**config.mk**
```make
export PLATFORM = sky130hd
export DESIGN_NAME = circle_radius_solver
export DESIGN_NICKNAME = d
export VERILOG_FILES = /design/src/rtl/circle_radius_solver.sv
export SDC_FILE = /design/constraint.sdc
export NUM_CORES = 1
export LEC_CHECK = 0
export BUFFER_PORTS_ARGS = -buffer_cell sky130_fd_sc_hd__buf_4
export CAP_MARGIN = 5
export CORE_ASPECT_RATIO = 0.75
export CORE_MARGIN = 4
export CORE_UTILIZATION = 44
export DETAILED_ROUTE_END_ITERATION = 8
export GPL_TIMING_DRIVEN = 0
export SETUP_SLACK_MARGIN = 0.5
export SLEW_MARGIN = 20
export SYNTH_ARGS = -nofsm -noshare
export SYNTH_HDL_FRONTEND = slang
export SYNTH_SLANG_ARGS = --single-unit
```
**constraint.sdc**
```tcl
create_clock -name clk -period 12.1 [get_ports clk]
set_input_delay 2.42 -clock clk [delete_from_list [all_inputs] [get_ports clk]]
set_output_delay 2.42 -clock clk [all_outputs]
set_load 0.03 [all_outputs]
```
**src/rtl/circle_radius_solver.sv**
```systemverilog
`default_nettype none
// ============================================================================
//  Module      : circle_radius_solver
//  Description : Recovers a circle radius from a measured perimeter or area.
//                Perimeter mode : r = P / (2*pi)   (one fixed-point multiply)
//                Area mode      : r = sqrt(A / pi) (multiply, then a
//                                 bit-serial restoring integer square root)
//                All values are unsigned UQ(WIDTH-FRAC).FRAC.
//  Ports       : clk, rst_n          clock, async active-low reset
//                start/in_ready     input request handshake (mode, in_val)
//                busy               high while MUL or SQRT is in progress
//                out_valid/out_ready result handshake, radius held until taken
//                radius             result, UQ.FRAC
//  Revision    : 1.0  initial release
// ============================================================================
module circle_radius_solver #(
  parameter int WIDTH   = 32,
  parameter int FRAC    = 8,
  parameter int INV_2PI = 10430,
  parameter int INV_PI  = 20861
) (
  input  logic             clk,
  input  logic             rst_n,
  input  logic             start,
  input  logic             mode,
  input  logic [WIDTH-1:0] in_val,
  output logic             in_ready,
  output logic             busy,
  output logic             out_valid,
  input  logic             out_ready,
  output logic [WIDTH-1:0] radius
);

  // Radicand is q with FRAC extra fraction bits, so its root is already UQ.FRAC.
  localparam int c_rad_w  = WIDTH + FRAC;
  localparam int c_root_w = c_rad_w / 2;
  // Partial remainder never exceeds 2*root, so root width + 2 bits suffice.
  localparam int c_rem_w  = c_root_w + 2;
  localparam int c_cnt_w  = (c_root_w > 1) ? $clog2(c_root_w) : 1;

  typedef enum logic [1:0] {
    S_IDLE = 2'd0,
    S_MUL  = 2'd1,
    S_SQRT = 2'd2,
    S_DONE = 2'd3
  } state_t;

  state_t               r_state;
  logic                 r_mode;
  logic [WIDTH-1:0]     r_val;
  logic [c_rad_w-1:0]   r_rad;
  logic [c_root_w-1:0]  r_root;
  logic [c_rem_w-1:0]   r_rem;
  logic [c_cnt_w-1:0]   r_cnt;
  logic                 r_in_ready;
  logic                 r_busy;
  logic                 r_out_valid;
  logic [WIDTH-1:0]     r_radius;

  logic [15:0]          w_k;
  logic [WIDTH-1:0]     w_q;
  logic [c_rem_w+1:0]   w_rem_sh;
  logic [c_rem_w+1:0]   w_trial;
  logic                 w_ge;
  logic [c_root_w-1:0]  w_root_nx;

  // Reciprocal constant is UQ0.16, so the product >> 16 always fits WIDTH bits.
  assign w_k = r_mode ? 16'(INV_PI) : 16'(INV_2PI);
  assign w_q = WIDTH'(({16'd0, r_val} * {{WIDTH{1'b0}}, w_k}) >> 16);

  // One restoring step: bring down the next two radicand bits and try to
  // subtract 4*root+1; success sets the next root bit.
  assign w_rem_sh  = {r_rem, r_rad[c_rad_w-1 -: 2]};
  assign w_trial   = {{(c_rem_w - c_root_w){1'b0}}, r_root, 2'b01};
  assign w_ge      = (w_rem_sh >= w_trial);
  assign w_root_nx = {r_root[c_root_w-2:0], w_ge};

  always_ff @(posedge clk or negedge rst_n) begin
    if (!rst_n) begin
      r_state     <= S_IDLE;
      r_mode      <= 1'b0;
      r_val       <= '0;
      r_rad       <= '0;
      r_root      <= '0;
      r_rem       <= '0;
      r_cnt       <= '0;
      r_in_ready  <= 1'b1;
      r_busy      <= 1'b0;
      r_out_valid <= 1'b0;
      r_radius    <= '0;
    end else begin
      case (r_state)
        S_IDLE: begin
          if (start) begin
            r_mode     <= mode;
            r_val      <= in_val;
            r_state    <= S_MUL;
            r_in_ready <= 1'b0;
            r_busy     <= 1'b1;
          end
        end

        S_MUL: begin
          if (!r_mode) begin
            r_radius    <= w_q;
            r_state     <= S_DONE;
            r_busy      <= 1'b0;
            r_out_valid <= 1'b1;
          end else begin
            r_rad   <= {w_q, {FRAC{1'b0}}};
            r_root  <= '0;
            r_rem   <= '0;
            r_cnt   <= c_cnt_w'(c_root_w - 1);
            r_state <= S_SQRT;
          end
        end

        S_SQRT: begin
          r_rad  <= {r_rad[c_rad_w-3:0], 2'b00};
          r_root <= w_root_nx;
          r_rem  <= w_ge ? c_rem_w'(w_rem_sh - w_trial) : c_rem_w'(w_rem_sh);
          if (r_cnt == '0) begin
            r_radius    <= {{(WIDTH - c_root_w){1'b0}}, w_root_nx};
            r_state     <= S_DONE;
            r_busy      <= 1'b0;
            r_out_valid <= 1'b1;
          end else begin
            r_cnt <= r_cnt - 1'b1;
          end
        end

        S_DONE: begin
          // A start coinciding with this handshake is not seen until IDLE.
          if (out_ready) begin
            r_out_valid <= 1'b0;
            r_in_ready  <= 1'b1;
            r_state     <= S_IDLE;
          end
        end

        default: begin
          r_state     <= S_IDLE;
          r_in_ready  <= 1'b1;
          r_busy      <= 1'b0;
          r_out_valid <= 1'b0;
        end
      endcase
    end
  end

  assign in_ready  = r_in_ready;
  assign busy      = r_busy;
  assign out_valid = r_out_valid;
  assign radius    = r_radius;

endmodule
`default_nettype wire

```
==> results.txt <==
Clock tree synthesis selected as its root buffer the cell sky130_fd_sc_hd__clkbuf_16. STA classifies the critical path startpoint as a flop. Yosys mapped the design onto 65 distinct sky130hd cell types.

The final cycle utilization of the critical path works out to 74.85%. The mapped netlist covers 0.01819 mm2. Yosys mapped a number of flops with a built-in enable equal to 0. For the final routed database, the setup TNS stands at 0 ns. At the pin with the least slew margin, the transition time is 0.9386 ns.

The run gives 44.55% as the effective utilization at floorplan. The floorplan step defined a core boundary enclosing 0.04084 mm2. In this run the critical register-to-register path is launched from r_mode$_DFFE_PN0P_.

Setup slack on the worst reg-to-reg path comes out at 3.04 ns. In the final routed layout, each cell accounts on average for 18.41 um. The delay contributed by the slowest stage of the critical path is 0.77 ns. Buffers inserted to repair hold after CTS numbered 0. The count of nets left with antenna violations once routing finished came out at 0. The largest fanout of any net on the critical path was 10; the proportion of netlist area held by the largest area contributor was 29.05%. The via count of the first global-routing pass is 14,090, and the number of nets at the end of the flow is 2,519.

Using the TritonRoute via totals, the vias-per-cell ratio works out to 5.185. STA classifies the critical path endpoint as a flop. After synthesis the netlist holds a flip-flop and latch count of 148. After synthesis, flip-flops and latches occupy 20.36% of the total area.

Setup repair after global routing left no endpoint under its margin. The highest clock rate was 110.4 MHz; the worst hold path depth was 2. Ranked by total cell area, the synthesized netlist is headed by sky130_fd_sc_hd__fa_1 (29%), sky130_fd_sc_hd__dfrtp_1 (20%), sky130_fd_sc_hd__ha_1 (13%), sky130_fd_sc_hd__inv_1 (9.5%), sky130_fd_sc_hd__nand2_1 (2.8%).

TritonCTS built the clock tree. TritonCTS created 17 clock buffers. The worst hold path terminates at radius[0]$_DFFE_PN0P_. The number of sinks on the clock net was 148. The final count of pins violating max slew came out at 0. For the initial antenna violation count, the log shows 1. Clock latency at the later pin of the worst-skew pair: 0.47 ns.

The worst path needs 9.057 ns of the cycle, external delays included. For the worst setup path, the data required time is 12.48 ns. Post-CTS repair changed the size of 0 cells. For the share of the core filled with cells, the log shows 49.12%. In this run the number of H-tree levels came out at 4. The buffer depth of the longest clock path was 2; the proportion of register bits with asynchronous set or reset after synthesis was 100.0%. The aggregate global routing overflow is 0. The first-pass detailed-route iteration total came out at 5. Yosys instantiated no cell more often than sky130_fd_sc_hd__inv_1.

The die covers 0.04470 mm2. Detailed placement ended at an HPWL of 39,640 um. After floorplanning, the core was divided into 64 placement rows. The die width is 242.8 um. Setup violations remaining at the end of the flow were counted as 0. Entering global routing, the biggest net connects 71 pins. The cell with the biggest individual delay on the critical path is sky130_fd_sc_hd__clkbuf_1. Classification of the worst setup path: flop to flop. The starting DRC count in detailed routing is 883, and the number of remaining DRC errors is 0.

In this design, the largest share of critical-path delay is due to adder cells. In this run the most critical hold path is launched from radius[0]$_DFFE_PN0P_. A synthesized cell averages 9.413 um2. Once the clock tree was built, the setup fixing pass inserted 0 buffers. Wires add up to 47,260 um. Most used cell along the critical path: sky130_fd_sc_hd__fa_1. The synthesis-to-layout area growth was 10.26%; the global-route usage over all layers was 22.52%. The antenna cell count was 0. Worst hold-check path type: flop to flop. The register clock-pin slew on the reported worst setup and hold paths was 0.07 ns. On the final layout, the worst clock skew is 0.01530 ns.

Number of cells produced by synthesis: 1,933. For this run, the number of Yosys warnings is 0. The run finished with clean final reports. The critical path contains buffers and inverters numbering 7 combined.

The worst reg-to-reg path cell count is 25, and the number of port buffers is 70. In this run the vertical extent of the chip is 184.1 um. 72 I/O pins were placed. For the number of max-cap violations, the log shows 0. Global-route wire length before repair: 78,400 um. Library cell occupying the most area in the post-synthesis netlist: sky130_fd_sc_hd__fa_1. The endpoint identified for the worst register-to-register timing path is r_rad[32]$_DFFE_PN0P_. Sorting the synthesized cells by how often they occur yields sky130_fd_sc_hd__inv_1 (461), sky130_fd_sc_hd__fa_1 (264), sky130_fd_sc_hd__ha_1 (192).

In the final layout, the share of cells above drive strength 1 is 8.828%. The routed layout has 13,310 vias. The number of failing hold endpoints at the final stage is 0. The most used flip-flop cell after synthesis is sky130_fd_sc_hd__dfrtp_1. Routability-driven placement finished with a final weighted congestion of 0.9129. STA puts the critical path data arrival time at 9.43 ns. Headroom to the max-slew limit came out at 37.43%.
==> per-stage QoR <==
step / area, um2 / hold slack (ns) / worst slack [ns] / std cells
final: 20060 / 0.4944 / 3.043 / 2567
after global routing: 20060 / 0.5055 / 2.681 / 2567
after CTS: 20060 / 0.4850 / 3.269 / 2567
after detailed placement: 19450 / 0.4691 / 3.335 / 2535
after global placement: 19390 / 0.4629 / 3.366 / 2533
after floorplan: 18200 / 0.4488 / 5.482 / 1935
==> cells in the final DEF, fill, tap and decap left out, types with 20 or more instances in the layout <==
cell,count
sky130_fd_sc_hd__a21o_1,29
sky130_fd_sc_hd__a21oi_1,94
sky130_fd_sc_hd__a31oi_1,20
sky130_fd_sc_hd__and2_1,21
sky130_fd_sc_hd__buf_4,75
sky130_fd_sc_hd__clkbuf_1,69
sky130_fd_sc_hd__dfrtp_1,147
sky130_fd_sc_hd__fa_1,264
sky130_fd_sc_hd__ha_1,192
sky130_fd_sc_hd__inv_1,461
sky130_fd_sc_hd__mux2_2,35
sky130_fd_sc_hd__mux2i_1,22
sky130_fd_sc_hd__nand2_1,135
sky130_fd_sc_hd__nor2_1,87
sky130_fd_sc_hd__o21ai_0,60
sky130_fd_sc_hd__o21ai_1,20
sky130_fd_sc_hd__o22ai_1,22
sky130_fd_sc_hd__xnor2_1,37
==> worst register-to-register path, cell delays in order (launching register included) <==
cell	delay [ns]
sky130_fd_sc_hd__dfrtp_1	0.55
sky130_fd_sc_hd__clkbuf_1	0.60
sky130_fd_sc_hd__clkbuf_1	0.68
sky130_fd_sc_hd__clkbuf_1	0.78
sky130_fd_sc_hd__o21ai_0	0.25
sky130_fd_sc_hd__ha_1	0.39
sky130_fd_sc_hd__fa_1	0.59
sky130_fd_sc_hd__inv_1	0.08
sky130_fd_sc_hd__fa_1	0.54
sky130_fd_sc_hd__inv_1	0.06
sky130_fd_sc_hd__fa_1	0.50
sky130_fd_sc_hd__fa_1	0.55
sky130_fd_sc_hd__inv_1	0.06
sky130_fd_sc_hd__fa_1	0.52
sky130_fd_sc_hd__inv_1	0.04
sky130_fd_sc_hd__ha_1	0.39
sky130_fd_sc_hd__a21o_1	0.23
sky130_fd_sc_hd__a31oi_1	0.32
sky130_fd_sc_hd__and4bb_1	0.30
sky130_fd_sc_hd__a211oi_1	0.11
sky130_fd_sc_hd__o21ai_1	0.47
sky130_fd_sc_hd__o21ai_1	0.23
sky130_fd_sc_hd__a31oi_1	0.24
sky130_fd_sc_hd__xnor2_1	0.14
sky130_fd_sc_hd__nand2_1	0.14
sky130_fd_sc_hd__a31oi_1	0.22
==> cell type report <==
cell class                      instances  area (um2)
Buffer                                 84       345.3
Clock buffer                           18       429.2
Tap cell                              528       660.6
Inverter                              462        1734
Timing Repair Buffer                   72       588.1
Multi-Input combinational cell       1241       12420
Fill cell                            3877       20780
Clock inverter                         14       181.4
Sequential cell                       148        3705
==> cell families after synthesis <==
group	after synthesis	share of synthesized area, %
buffers and inverters	546	11.43
adder cells (fa/ha/maj)	456	42.25
AND/OR/NAND/NOR	349	8.988
AO/OA/AOI/OAI	324	11.10
flip-flops	148	20.36
multiplexers	57	3.376
XOR/XNOR	51	2.455
other	2	0.04128
==> sequential cells by signal (all words and copies together) (netlist names), 2 cells and up <==
name	flops
r_cnt	5
r_val	32
radius	31
r_root	20
r_rad	32
r_rem	22
r_state	2
==> layer usage <==
layer	GRT usage [%]	part of all wire [%]	vias to the layer above
met5	0	0	-
met4	3.415	0.91	0
met3	4.450	5.7	32
met2	34.73	44	344
met1	33.83	49	6682
li1	-	-	6253
==> worst max path at each step <==
| stage | start | endpoint | slack, ns | cells past startpoint |
|---|---|---|---|---|
| 2_1_floorplan | r_mode$_DFFE_PN0P_ | r_rad[38]$_DFFE_PN0P_ | 5.48 | 26 |
| 3_3_place_gp | r_mode$_DFFE_PN0P_ | r_rad[32]$_DFFE_PN0P_ | 3.37 | 25 |
| 3_5_place_dp | r_mode$_DFFE_PN0P_ | r_rad[32]$_DFFE_PN0P_ | 3.33 | 25 |
| 4_1_cts | r_mode$_DFFE_PN0P_ | r_rad[32]$_DFFE_PN0P_ | 3.27 | 25 |
| 5_1_grt | r_mode$_DFFE_PN0P_ | r_rad[31]$_DFFE_PN0P_ | 2.68 | 25 |
| 6_report | r_mode$_DFFE_PN0P_ | r_rad[32]$_DFFE_PN0P_ | 3.04 | 25 |
Power is not shown: default switching activity piles up to over one toggle a cycle in this logic, so the estimate is an artifact.
